===== src/rtl/pe_dataflow_sequencer.sv =====
// Run sequencer for a PE array: loads weights once, then per block loads partial sums
// and inputs, waits out the compute pipeline and drains results.
module pe_dataflow_sequencer #(
    parameter int W_PEGroupSize   = 4,
    parameter int O_PEGroupSize   = 4,
    parameter int I_PEGroupSize   = W_PEGroupSize + O_PEGroupSize - 1,
    parameter int BlockCount      = 4,
    parameter int ComputeLatency  = 4,
    parameter int BeatCountWidth  = 3,
    parameter int BlockCountWidth = 3
) (
    input  logic       clk,
    input  logic       aclr_n,
    input  logic       clk_en,
    input  logic       sclr,
    input  logic       start,
    input  logic       w_valid,
    input  logic       i_valid,
    input  logic       o_in_valid,
    input  logic       o_out_ready,
    input  logic       O_IN_BLOCK_EQUAL_TO_ZERO,
    input  logic       O_IN_BLOCK_MORE_THAN_BLOCK_COUNT,
    output logic       w_ready,
    output logic       i_ready,
    output logic       o_in_ready,
    output logic       EN_W,
    output logic       EN_I,
    output logic       EN_O_In,
    output logic       EN_O_Out,
    output logic       busy,
    output logic       done,
    output logic       err_sync,
    output logic [2:0] state_dbg
);

    // state   | meaning
    // IDLE    | waiting for start
    // LOAD_W  | weight beats, once per run
    // LOAD_O  | partial-sum beats into the current block
    // LOAD_I  | input beats for the current block
    // COMPUTE | fixed wait for the PE pipeline, no strobes
    // DRAIN   | result beats out of the current block
    // DONE    | one-cycle completion pulse
    localparam logic [2:0] S_IDLE    = 3'd0;
    localparam logic [2:0] S_LOAD_W  = 3'd1;
    localparam logic [2:0] S_LOAD_O  = 3'd2;
    localparam logic [2:0] S_LOAD_I  = 3'd3;
    localparam logic [2:0] S_COMPUTE = 3'd4;
    localparam logic [2:0] S_DRAIN   = 3'd5;
    localparam logic [2:0] S_DONE    = 3'd6;

    localparam logic [BeatCountWidth-1:0]  W_LAST   = BeatCountWidth'(W_PEGroupSize - 1);
    localparam logic [BeatCountWidth-1:0]  O_LAST   = BeatCountWidth'(O_PEGroupSize - 1);
    localparam logic [BeatCountWidth-1:0]  I_LAST   = BeatCountWidth'(I_PEGroupSize - 1);
    localparam logic [BeatCountWidth-1:0]  C_LAST   = BeatCountWidth'(ComputeLatency - 1);
    localparam logic [BlockCountWidth-1:0] BLK_LAST = BlockCountWidth'(BlockCount - 1);

    logic [2:0]                 state_q, state_d;
    logic [BeatCountWidth-1:0]  beat_q, beat_d;
    logic [BlockCountWidth-1:0] block_q, block_d;
    logic                       err_q, err_d;
    logic                       first_o_beat;

    assign w_ready    = (state_q == S_LOAD_W);
    assign o_in_ready = (state_q == S_LOAD_O);
    assign i_ready    = (state_q == S_LOAD_I);

    assign EN_W     = clk_en & (state_q == S_LOAD_W) & w_valid;
    assign EN_O_In  = clk_en & (state_q == S_LOAD_O) & o_in_valid;
    assign EN_I     = clk_en & (state_q == S_LOAD_I) & i_valid;
    assign EN_O_Out = clk_en & (state_q == S_DRAIN) & o_out_ready;

    assign busy      = (state_q != S_IDLE);
    assign done      = (state_q == S_DONE);
    assign err_sync  = err_q;
    assign state_dbg = state_q;

    // Edge controller must report block zero when the first partial sum of a run arrives.
    assign first_o_beat = EN_O_In & (beat_q == '0) & (block_q == '0);

    always_comb begin
        state_d = state_q;
        beat_d  = beat_q;
        block_d = block_q;
        err_d   = err_q;
        if (clk_en) begin
            if (sclr) begin
                state_d = S_IDLE;
                beat_d  = '0;
                block_d = '0;
                err_d   = 1'b0;
            end else begin
                case (state_q)
                    S_IDLE: begin
                        if (start) begin
                            state_d = S_LOAD_W;
                            beat_d  = '0;
                            block_d = '0;
                        end
                    end
                    S_LOAD_W: begin
                        if (EN_W) begin
                            if (beat_q == W_LAST) begin
                                state_d = S_LOAD_O;
                                beat_d  = '0;
                            end else begin
                                beat_d = beat_q + 1'b1;
                            end
                        end
                    end
                    S_LOAD_O: begin
                        if (EN_O_In) begin
                            if (beat_q == O_LAST) begin
                                state_d = S_LOAD_I;
                                beat_d  = '0;
                            end else begin
                                beat_d = beat_q + 1'b1;
                            end
                        end
                    end
                    S_LOAD_I: begin
                        if (EN_I) begin
                            if (beat_q == I_LAST) begin
                                state_d = S_COMPUTE;
                                beat_d  = '0;
                            end else begin
                                beat_d = beat_q + 1'b1;
                            end
                        end
                    end
                    S_COMPUTE: begin
                        if (beat_q == C_LAST) begin
                            state_d = S_DRAIN;
                            beat_d  = '0;
                        end else begin
                            beat_d = beat_q + 1'b1;
                        end
                    end
                    S_DRAIN: begin
                        if (EN_O_Out) begin
                            if (beat_q == O_LAST) begin
                                beat_d = '0;
                                if (block_q == BLK_LAST) begin
                                    state_d = S_DONE;
                                end else begin
                                    state_d = S_LOAD_O;
                                    block_d = block_q + 1'b1;
                                end
                            end else begin
                                beat_d = beat_q + 1'b1;
                            end
                        end
                    end
                    S_DONE: begin
                        state_d = S_IDLE;
                        beat_d  = '0;
                    end
                    default: begin
                        state_d = S_IDLE;
                        beat_d  = '0;
                        block_d = '0;
                    end
                endcase

                if ((state_q == S_IDLE) && start) begin
                    err_d = 1'b0;
                end else if (O_IN_BLOCK_MORE_THAN_BLOCK_COUNT ||
                             (first_o_beat && !O_IN_BLOCK_EQUAL_TO_ZERO)) begin
                    err_d = 1'b1;
                end
            end
        end
    end

    always_ff @(posedge clk or negedge aclr_n) begin
        if (!aclr_n) begin
            state_q <= S_IDLE;
            beat_q  <= '0;
            block_q <= '0;
            err_q   <= 1'b0;
        end else begin
            state_q <= state_d;
            beat_q  <= beat_d;
            block_q <= block_d;
            err_q   <= err_d;
        end
    end

endmodule


===== config.mk =====
export PLATFORM = sky130hd
export DESIGN_NAME = pe_dataflow_sequencer
export DESIGN_NICKNAME = d
export VERILOG_FILES = /design/src/rtl/pe_dataflow_sequencer.sv
export SDC_FILE = /design/constraint.sdc
export NUM_CORES = 1
export LEC_CHECK = 0
export CAP_MARGIN = 10
export CORE_MARGIN = 2
export CORE_UTILIZATION = 30
export CTS_BUF_LIST = sky130_fd_sc_hd__clkbuf_8
export DETAILED_ROUTE_END_ITERATION = 7
export GPL_TIMING_DRIVEN = 0
export PLACE_DENSITY = 0.55
export SLEW_MARGIN = 10
export SYNTH_ARGS = -nofsm -noshare
export SYNTH_HDL_FRONTEND = slang
export SYNTH_SLANG_ARGS = --single-unit

===== constraint.sdc =====
create_clock -name clk -period 2.15 [get_ports clk]
set_input_delay 0.43 -clock clk [delete_from_list [all_inputs] [get_ports clk]]
set_output_delay 0.43 -clock clk [all_outputs]
set_load 0.01 [all_outputs]

# Word-level counts from Yosys, hierarchy flattened
# Index checks and enable logic that the tools add are counted.
[op_classes] n_reduce_logical=14 eq_ne=21 bitwise_logic=10 mux=30 addsub=2
[ops] operator="$mux 3" count=24
[ops] operator="$pmux 3 s6" count=2
[ops] operator="$ne 3x2->1 const B" count=7
[ops] operator="$eq 3x2->1 const B" count=4
[ops] operator="$eq 3x3->1 const B" count=4
[ops] operator="$ne 3x3->1 const B" count=4
[ops] operator="$reduce_and 6->1" count=2
[ops] operator="$reduce_and 11->1" count=1
[ops] operator="$and 1x1->1" count=10
[ops] operator="$logic_not 3->1" count=3
[ops] operator="$pmux 3 s3" count=1
[ops] operator="$add 3x1->3 const B" count=2
[ops] operator="$reduce_bool 3->1" count=2
[ops] operator="$reduce_or 5->1" count=1
[ops] operator="$eq 3x1->1 const B" count=1
[ops] operator="$mux 1" count=3
[ops] operator="$logic_and 1x1->1" count=2
[ops] operator="$ne 2x1->1 const B" count=1
[ops] operator="$reduce_and 2->1" count=1
[ops] operator="$logic_not 1->1" count=1
[ops] operator="$logic_or 1x1->1" count=1
[totals] reg_bits=10

# Depth between registers and ports, before layout
[logic_depth] word_depth=10 depth_mapped=7

# Least setup slack after synthesis
# No wires, ideal clock.
[synth_timing] path_type="register to register" start="register beat_q[1]" end="register state_q[2] (netlist: state_dbg[2])" path_buffers=0 synth_period_minus_slack_ns=1.756 stages_incl_launch_ff=8 setup_slack_ns=0.394 required_time_ns=2.072 arrival_ns=1.678 cell_sequence="dfrtp_1 > ha_1 > ha_1 > and2b_1 > o32a_2 > or2_1 > nand3_1 > o2bb2ai_1"
[synth_via] elab_chain_cells=3 word_cells_on_any_way=8
[synth_rtl] element="start: declaration" line_no="59" source="logic [BeatCountWidth-1:0] beat_q, beat_d;"
[synth_rtl] element="start signal: assignment" line_no="183" source="beat_q <= beat_d;"
[synth_rtl] element="$eq 3x2->1 / $eq 3x3->1 (equally long branches)"
[synth_rtl] element="$ne 3x3->1 (no line) / $ne 3x2->1 (equally long branches)"
[synth_rtl] element="$reduce_and 11->1 (no line) *"
[synth_rtl] element="end signal: assignment" line_no="182" source="state_q <= state_d;"
[synth_rtl] element="end: declaration" line_no="58" source="logic [2:0] state_q, state_d;"
# Every way passes the cells marked *; elsewhere a longest branch is shown, timed or not.
# A chain may end at the register's enable or synchronous reset.

# Worst setup path in the final report
[layout_timing] start="register state_q[1] (netlist: state_dbg[1])" end="output port w_ready"
[layout_via] elab_chain_cells=1
[layout_rtl] element="$eq 3x1->1" line_no="64" source="assign w_ready = (state_q == S_LOAD_W);"
[layout_rtl] element="end: declaration" line_no="23" source="output logic w_ready,"
# Every way passes these cells.

==> flow_summary.yaml <==
worst_setup_path:
  path_class: "reg -> out"
  worstPathCellList: "clkbuf_8 -> nand2b_4 -> nor2_1 -> clkdlybuf4s50_1"
  start_kind: "flip-flop"
  critical_path_arrival_ns: 1.63
  r2r_slack_ns: 0.16
  critPathCaptureType: "primary output"
  required_ns: 1.72
  critPathMaxFanout: 10
  critical_path.max_stage_delay_ns: 0.55
  crit_path_top_delay_cell: "clkdlybuf4s50_1"
timing:
  hold_viol_final: 0
  finalSetupViolations: 0
  finalCriticalPeriod_ns: 2.064
  period_share_pct: 95.99
  final-max-slew-violation-count: 0
  rsz0062_at_grt: "no"
  skew_ns: 0.003671
  tns_ns: 0
  layout_setup_ws_ns: 0.08618
  worst_pin_slew_ns: 0.4595
  maxSlewHeadroom_pct: 69.27
  fmaxAchievable_mhz: 484.5
logic_synthesis:
  synth_enable_flop_cells: 0
  ys_async_sr_fraction_pct: 100.0
  synth-seq-cells: 10
  netlist_instances: 104
  syn_area_um2: 935.9
  synth_seq_area_share_pct: 26.74
  synth.net_count: 123
  avgSynthCellArea_um2: 8.999
  ys_warn_count: 0
  ys_types: 44
  synth_ff_type: "dfrtp_1"
clock_tree:
  cts_buffers: 3
  cts_tree: "built"
  htree_levels: 1
  cts_buffer_depth: 2
  clock_sinks: 10
  ctsHoldBuffers: 0
  root_buffer: "clkbuf_8"
  clk_latency_ns: 0.23
  clk_pin_slew_ns: 0.05
outcome:
  status: "finished clean"
power:
  total_power_mw: 1.202
  p_leak_nw: 0.6239
  ir_worst_vdd_mv: 0.4332
  power_density_mw_per_mm2: 926.8
final_layout:
  syn_to_final_growth_pct: 38.64
  layout.nets: 153
  drive_above_1_share_pct: 23.31
  fin_cells: 166
  n_antenna_cell: 0
  post-route-util_pct: 43.21
global_route:
  grt_pass1_wl_mm: 3.857
  grt_pass1_vias: 813
  grt_max_degree: 11
  gr-usage-all-layers_pct: 14.34
  overflow: 0
  antenna_found_initial: 0
placed_design:
  place.gp.congestion: 0.7996
  pre_cts_ws_ns: -0.1492
  port_buffers: 22
  placedCellCount: 159
  dp_hpwl_mm: 1.726
hold_path:
  hold_path_class: "in -> async"
floorplan:
  start_util_pct: 31.17
  dieArea_mm2: 0.003583
  fp.dieW_um: 59.86
  row_count: 20
  core-area_mm2: 0.003003
  io-pin-count: 24
  die_height_um: 59.86
route:
  ant_nets: 0
  drt-vias-per-instance: 5.133
  num_vias: 852
  wirelength_mm: 2.240
  wl_per_cell_um: 13.49
  drtIter0Drc: 21
  drc_errors: 0
  firstDrtPassIters: 4
flow_run:
  max_cap_viol_count: 0
routing by layer:
metal | vias to the layer above | track usage (%) | part of all wire, % | wire length (um)
met2 | 25 | 20.19 | 43 | 961
met5 | - | 0 | 0 | 0
li1 | 430 | - | - | -
met4 | 0 | 3.810 | 0.94 | 21
met1 | 393 | 21.85 | 51 | 1133
met3 | 4 | 3.030 | 5.5 | 123
power by group:
group	switching [mW]	internal (mW)
clock network	0.0727	0.161
logic	0.349	0.375
registers	0.0207	0.223
flip-flops by register name (all words and copies together) (netlist names):
signal	flops
block_q	3
beat_q	3
err_sync	1
state_dbg	3
cell families after synthesis:
logic type	count (synthesis)	share of synthesized area, %
AND/OR/NAND/NOR	35	23.26
multiplexers	5	5.481
AO/OA/AOI/OAI	27	21.39
flip-flops	10	26.74
adder cells (fa/ha/maj)	8	10.70
buffers and inverters	19	12.43
what timing repair did:
action / CTS / global route
setup endpoints to repair: 7 / 2
buffers inserted: 3 / 0
gates cloned: 0 / 0
pin swaps: 0 / 0
gates resized for setup: 10 / 2
final cells by class:
type,count,area (um^2)
clock buffer,4,55.05
inverter,12,45.04
tap,33,41.29
sequential,10,252.7
timing repair buffer,25,242.7
fill,313,1705
buffer,7,73.82
multi-input combinational,75,586.8
critical path, delay by kind of cell, from the launching register on:
kind                   cells  cell delay (ns)
flip-flops                 1             0.41
AND/OR/NAND/NOR            2             0.27
buffers and inverters      2             0.72
metrics by stage:
step,instance area (um^2),hold slack [ns]
4_1_cts,1292,0.5365
2_1_floorplan,935.9,0.1344
6_report,1297,0.5145
5_1_grt,1297,0.5542
3_5_place_dp,1197,0.5228
3_3_place_gp,1197,0.5301
cell usage after synthesis, types with 3 or more instances:
| cell type | count | share of area, % |
|---|---|---|
| nor2_1 | 5 | 2.0 |
| a21oi_1 | 7 | 3.7 |
| inv_1 | 12 | 4.8 |
| mux2i_1 | 4 | 4.3 |
| dfrtp_1 | 10 | 27 |
| a21o_1 | 3 | 2.4 |
| and3_1 | 3 | 2.0 |
| nand2_1 | 4 | 1.6 |
| nor3_1 | 3 | 1.6 |
| nand3_1 | 3 | 1.6 |
| ha_1 | 8 | 11 |
final timing paths:
check / end / depth (start not counted) / start
max: w_ready / 4 / state_dbg[1]
max reg2reg: beat_q[2] / 8 / state_dbg[1]
min: err_sync / 1 / aclr_n
min in group clk: err_sync / 2 / err_sync
max in group asynchronous: state_dbg[0] / 1 / aclr_n
min reg2reg: err_sync / 2 / err_sync
cells in the final DEF, fill, tap and decap left out, drive strengths merged, types with 2 or more instances in the layout:
cell,synthesis,final
nor3,3,3
ha,8,8
dfrtp,10,10
a21oi,7,7
dlygate4sd2,0,4
nand2b,2,2
a21o,3,3
mux2i,4,4
clkdlybuf4s50,0,16
nand2,5,5
o21ai,6,6
clkbuf,2,6
a211oi,2,2
o2bb2ai,2,2
and3b,2,2
dlymetal6s2s,0,2
nand3,3,3
and2b,2,2
nor2,5,5
buf,4,7
inv,12,12
and3,3,3
No activity file was read; power rests on OpenSTA's default activity.
